--- config.mk ---
export PLATFORM = sky130hd
export DESIGN_NAME = wb_grant_sched
export DESIGN_NICKNAME = d
export VERILOG_FILES = /design/src/rtl/wb_sched_pkg.sv /design/src/rtl/wb_rr_pick.sv /design/src/rtl/wb_grant_sched.sv
export SDC_FILE = /design/constraint.sdc
export NUM_CORES = 1
export LEC_CHECK = 0
export BUFFER_PORTS_ARGS = -buffer_cell sky130_fd_sc_hd__buf_2
export CORE_ASPECT_RATIO = 0.7
export CORE_MARGIN = 5
export CORE_UTILIZATION = 57
export CTS_CLUSTER_DIAMETER = 60
export DETAILED_ROUTE_END_ITERATION = 12
export GPL_ROUTABILITY_DRIVEN = 0
export PLACE_DENSITY = 0.78
export SYNTH_ARGS = -nofsm -noshare
export SYNTH_HDL_FRONTEND = slang
export SYNTH_SLANG_ARGS = --single-unit
--- constraint.sdc ---
create_clock -name wb_clk_i -period 2.65 [get_ports wb_clk_i]
set_clock_uncertainty 0.05 [all_clocks]
set_input_delay 0.3975 -clock wb_clk_i [delete_from_list [all_inputs] [get_ports wb_clk_i]]
set_output_delay 0.3975 -clock wb_clk_i [all_outputs]
set_load 0.005 [all_outputs]
--- src/rtl/wb_sched_pkg.sv ---
// Shared types and constants for the Wishbone grant scheduler.
package wb_sched_pkg;

    localparam int unsigned NREQ  = 4;
    localparam int unsigned IDX_W = $clog2(NREQ);
    localparam int unsigned CTI_W = 3;
    localparam int unsigned TMO_W = 8;

    localparam logic [CTI_W-1:0] CTI_CLASSIC = 3'b000;
    localparam logic [CTI_W-1:0] CTI_EOB     = 3'b111;

    typedef enum logic [1:0] {
        ST_IDLE  = 2'd0,
        ST_OWN   = 2'd1,
        ST_DRAIN = 2'd2,
        ST_ABORT = 2'd3
    } sched_state_e;

    // A beat closes the owner's transfer when it is classic or end-of-burst.
    function automatic logic cti_ends_burst(input logic [CTI_W-1:0] cti);
        return (cti == CTI_CLASSIC) || (cti == CTI_EOB);
    endfunction

endpackage

--- src/rtl/wb_rr_pick.sv ---
// Round-robin requester pick: first unmasked request after 'last', wrapping.
module wb_rr_pick
    import wb_sched_pkg::*;
(
    input  logic [NREQ-1:0]  req,
    input  logic [NREQ-1:0]  mask,
    input  logic [IDX_W-1:0] last,
    output logic [IDX_W-1:0] idx,
    output logic             any
);

    logic [NREQ-1:0]  elig;
    logic [IDX_W-1:0] cand;

    assign elig = req & ~mask;

    // Walk offsets from farthest to nearest so the nearest eligible one wins.
    always_comb begin
        idx  = last;
        any  = 1'b0;
        cand = last;
        for (int off = NREQ; off >= 1; off--) begin
            cand = last + IDX_W'(off);
            if (elig[cand]) begin
                idx = cand;
                any = 1'b1;
            end
        end
    end

endmodule

--- src/rtl/wb_grant_sched.sv ---
// Wishbone bus grant scheduler: round-robin ownership with beat quota,
// burst-safe preemption and stalled-slave timeout abort.
module wb_grant_sched
    import wb_sched_pkg::*;
#(
    parameter int unsigned QUOTA   = 16,
    parameter int unsigned TIMEOUT = 255
) (
    input  logic              wb_clk_i,
    input  logic              wb_rstn_i,
    input  logic [NREQ-1:0]   req_cyc_i,
    input  logic              own_stb_i,
    input  logic [CTI_W-1:0]  own_cti_i,
    input  logic              own_ack_i,
    output logic [IDX_W-1:0]  owner_o,
    output logic              owner_vld_o,
    output logic              bus_cyc_o,
    output logic              own_err_o,
    output logic [TMO_W-1:0]  tmo_cnt_o
);

    localparam int unsigned BEAT_W = $clog2(QUOTA + 1);
    localparam int unsigned WAIT_W = $clog2(TIMEOUT + 1);
    localparam logic [BEAT_W-1:0] BEAT_MAX  = BEAT_W'(QUOTA);
    localparam logic [WAIT_W-1:0] WAIT_LAST = WAIT_W'(TIMEOUT - 1);
    localparam logic [TMO_W-1:0]  TMO_MAX   = '1;

    sched_state_e      state_q, state_d;
    logic [IDX_W-1:0]  owner_q, owner_d;
    logic [BEAT_W-1:0] beat_q, beat_d;
    logic [WAIT_W-1:0] wait_q, wait_d;
    logic [NREQ-1:0]   mask_q, mask_d;
    logic [TMO_W-1:0]  tmo_q, tmo_d;

    logic [NREQ-1:0]   owner_oh;
    logic [NREQ-1:0]   others;
    logic              own_cyc;
    logic              wait_inc;
    logic              tmo_hit;
    logic              drain_rel;
    logic [BEAT_W-1:0] beat_nxt;
    logic              regrant;
    logic [IDX_W-1:0]  pick_idx;
    logic              pick_any;

    // Next owner candidate, searched from the current owner onward.
    wb_rr_pick u_pick (
        .req  (req_cyc_i),
        .mask (mask_q),
        .last (owner_q),
        .idx  (pick_idx),
        .any  (pick_any)
    );

    assign owner_oh  = NREQ'(1) << owner_q;
    assign own_cyc   = req_cyc_i[owner_q];
    assign others    = req_cyc_i & ~mask_q & ~owner_oh;
    assign wait_inc  = own_stb_i & ~own_ack_i;
    assign tmo_hit   = wait_inc & (wait_q == WAIT_LAST);
    assign drain_rel = ~own_stb_i | (own_ack_i & cti_ends_burst(own_cti_i));
    assign beat_nxt  = (own_ack_i && (beat_q != BEAT_MAX)) ? beat_q + BEAT_W'(1) : beat_q;

    // State register and counters.
    always_ff @(posedge wb_clk_i or negedge wb_rstn_i) begin
        if (!wb_rstn_i) begin
            state_q <= ST_IDLE;
            owner_q <= '0;
            beat_q  <= '0;
            wait_q  <= '0;
            mask_q  <= '0;
            tmo_q   <= '0;
        end else begin
            state_q <= state_d;
            owner_q <= owner_d;
            beat_q  <= beat_d;
            wait_q  <= wait_d;
            mask_q  <= mask_d;
            tmo_q   <= tmo_d;
        end
    end

    // Next-state: owner release beats timeout, timeout beats quota preemption.
    always_comb begin
        state_d = state_q;
        owner_d = owner_q;
        beat_d  = beat_q;
        wait_d  = '0;
        mask_d  = mask_q & req_cyc_i;
        tmo_d   = tmo_q;
        regrant = 1'b0;

        case (state_q)
            ST_IDLE, ST_ABORT: regrant = 1'b1;
            ST_OWN, ST_DRAIN: begin
                beat_d = beat_nxt;
                wait_d = wait_inc ? wait_q + WAIT_W'(1) : '0;
                if (!own_cyc || ((state_q == ST_DRAIN) && drain_rel)) begin
                    regrant = 1'b1;
                end else if (tmo_hit) begin
                    state_d = ST_ABORT;
                    wait_d  = '0;
                    mask_d  = (mask_q & req_cyc_i) | owner_oh;
                    if (tmo_q != TMO_MAX) begin
                        tmo_d = tmo_q + TMO_W'(1);
                    end
                end else if ((state_q == ST_OWN) && (beat_nxt == BEAT_MAX) && (|others)) begin
                    state_d = ST_DRAIN;
                end
            end
            default: state_d = ST_IDLE;
        endcase

        if (regrant) begin
            wait_d = '0;
            if (pick_any) begin
                state_d = ST_OWN;
                owner_d = pick_idx;
                beat_d  = '0;
            end else begin
                state_d = ST_IDLE;
            end
        end
    end

    // Output decode from the state register.
    assign owner_o     = owner_q;
    assign owner_vld_o = (state_q == ST_OWN) || (state_q == ST_DRAIN);
    assign bus_cyc_o   = owner_vld_o & own_cyc;
    assign own_err_o   = (state_q == ST_ABORT);
    assign tmo_cnt_o   = tmo_q;

endmodule
==> impl_metrics.json <==
{
  "outcome": "finished clean",
  "maxSlewHeadroom": 0.566,
  "layout-drive-gt1-share": 0.189,
  "holdWs_ns": 0.0893,
  "syn_area_sq_um": 1780,
  "cts_hold_buf": 0,
  "worstSetupPathType": "reg2out",
  "cts_resized": 0,
  "crit_path_end_kind": "output port",
  "ff2ff_path_depth": 7,
  "fin_crit_sh": 0.818,
  "die_w_microns": 76.7,
  "finalHoldViolCount": 0,
  "core_area_sq_um": 3060,
  "seq_area_frac_synth": 0.408,
  "leakage_nw": 0.970,
  "period_needed_ns": 2.17,
  "async_reset_ff_frac": 1.00,
  "max_stage_delay_ns": 0.58,
  "avgSynthCellArea_sq_um": 9.98,
  "final_nets": 228,
  "post_cts_buffers": 0,
  "num_antenna_cells": 0,
  "setup_viol": 0,
  "cts_buffers": 5,
  "initial_core_util": 0.580,
  "drc": 0,
  "postLayoutCoreUtil": 0.666,
  "hp-class": "in2async",
  "clockBufferDepth": 2,
  "yosys_most_used_dff": "dfrtp_1",
  "clock_latency_ns": 0.28,
  "portBuffers": 23,
  "report.final.slew_viol_count": 0,
  "ys_types": 47,
  "final_common_cell": "dfrtp_1",
  "cp_max_fo": 10,
  "fill_cells": 234,
  "crit_slowest_cell": "mux4_2",
  "dp_hpwl_mm": 2.65,
  "die_area_sq_um": 4350,
  "critPathLaunchType": "flip-flop",
  "syn_inst": 178,
  "grt_max_degree": 30,
  "r2r-end": "tmo_cnt_o[5]",
  "ios": 24,
  "p_per_area_nw_per_um2": 807,
  "cts_tree": "built",
  "root_buffer": "clkbuf_8",
  "arrival_ns": 1.72,
  "rows": 17,
  "peakVddDrop_uv": 517,
  "firstDrtPassIters": 4,
  "routed_wl_mm": 3.49,
  "vias_per_cell": 5.70,
  "gr-total-overflow": 0,
  "vias": 1391,
  "synth_edf_count": 0,
  "critPathRequiredTime_ns": 2.20,
  "tns_ns": 0,
  "setup.worst_path.start": "owner_o[0]",
  "clkSinkCount": 29,
  "clk_pin_slew_ns": 0.07,
  "postRouteAntennaNets": 0,
  "drv_cap": 0,
  "worstPathCellList": "mux4_2 -> nand2_4 -> inv_1 -> buf_2",
  "antenna_found_initial": 0,
  "detail_route.iter0.violations": 66,
  "grt_usage": 0.176,
  "grt_pass1_wl_mm": 6.10,
  "h-tree-depth": 2,
  "r2r_slack_ns": 0.50,
  "synth_seq_cells": 29,
  "wire_per_inst_microns": 14.3,
  "syn-num-nets": 201,
  "die_h_microns": 56.7,
  "final_cell_mix": "dfrtp_1 (29), buf_2 (23), nor2_1 (22)",
  "tightestPinTransition_ns": 0.650,
  "reg2reg_from": "wait_q[0]",
  "fmax_mhz": 461,
  "rsz0062_at_grt": "no",
  "yosys_warnings": 0,
  "area_growth_pct": 14.8,
  "grt_pass1_vias": 1332
}
[worst max-delay path, delay by kind of cell, from the launching register on]
kind	cells	cell delay, ns
muxes	1	0.58
DFF	1	0.55
buffers and inverters	2	0.18
and+or+nand+nor	1	0.13
[metrics by stage]
stage / cells / total power, mW / area, sq um / setup slack [ns]
global placement: 236 / 1.15 / 1920 / 0.574
finish: 244 / 1.64 / 2040 / 0.482
floorplan: 178 / 1.02 / 1780 / 0.689
detailed placement: 236 / 1.18 / 1920 / 0.511
global route: 244 / 1.76 / 2040 / 0.356
CTS: 244 / 1.66 / 2040 / 0.462
[power by group]
| group | leakage, nW | switching [mW] | internal (mW) |
|---|---|---|---|
| registers | 0.396 | 0.0799 | 0.486 |
| logic | 0.517 | 0.341 | 0.263 |
| clock network | 0.0574 | 0.169 | 0.305 |
[routing by layer]
layer | share of wire | wire length, microns | vias up | GRT usage
li1 | - | - | 683 | -
met1 | 0.49 | 1730 | 664 | 0.241
met2 | 0.43 | 1510 | 36 | 0.258
met3 | 0.056 | 197 | 8 | 0.0497
met4 | 0.017 | 60 | 0 | 0.0748
met5 | 0 | 0 | - | 0
[cell usage after synthesis (3+ instances only)]
master / number / share of area
dfrtp_1: 29 / 0.41
nor2_1: 22 / 0.046
ha_1: 12 / 0.085
inv_1: 11 / 0.023
nand2_1: 11 / 0.023
nand3_1: 9 / 0.025
xnor2_1: 9 / 0.044
nand4_1: 7 / 0.025
xor2_1: 7 / 0.035
mux2i_1: 6 / 0.034
a22o_1: 4 / 0.020
and3_1: 4 / 0.014
nand2b_1: 4 / 0.014
o21ai_0: 4 / 0.011
nor2b_1: 3 / 0.011
nor3_1: 3 / 0.0084
[worst max-delay path by stage]
stage / endpoint / slack, ns
after CTS: bus_cyc_o / 0.46
final: bus_cyc_o / 0.48
after floorplan: state_q[0] / 0.69
after global placement: tmo_cnt_o[5] / 0.57
after global routing: tmo_cnt_o[5] / 0.36
after detailed placement: tmo_cnt_o[5] / 0.51
[sequential cells by signal, summed over array words and instances, names as in the netlist]
name and count:
beat_q 5, mask_q 4, wait_q 8, state_q 2, tmo_cnt_o 8, owner_o 2
[cell families after synthesis]
group | share of synthesized area
buf+inv | 0.0345
simple gates | 0.220
mux | 0.0655
xor+xnor | 0.0789
flops | 0.408
compound gates | 0.108
fa+ha+maj | 0.0845
[final cells by class]
cell class              count  area (sq um)  area share
well taps                  38          47.5      0.0233
inverters                  11          41.3      0.0202
repair buffers             23           115      0.0564
clock buffers               6          82.6      0.0405
clock inverters             2          37.5      0.0184
multi-input cells         135           990       0.485
flip-flops and latches     29           726       0.356
No activity file was read; power rests on OpenSTA's default activity.
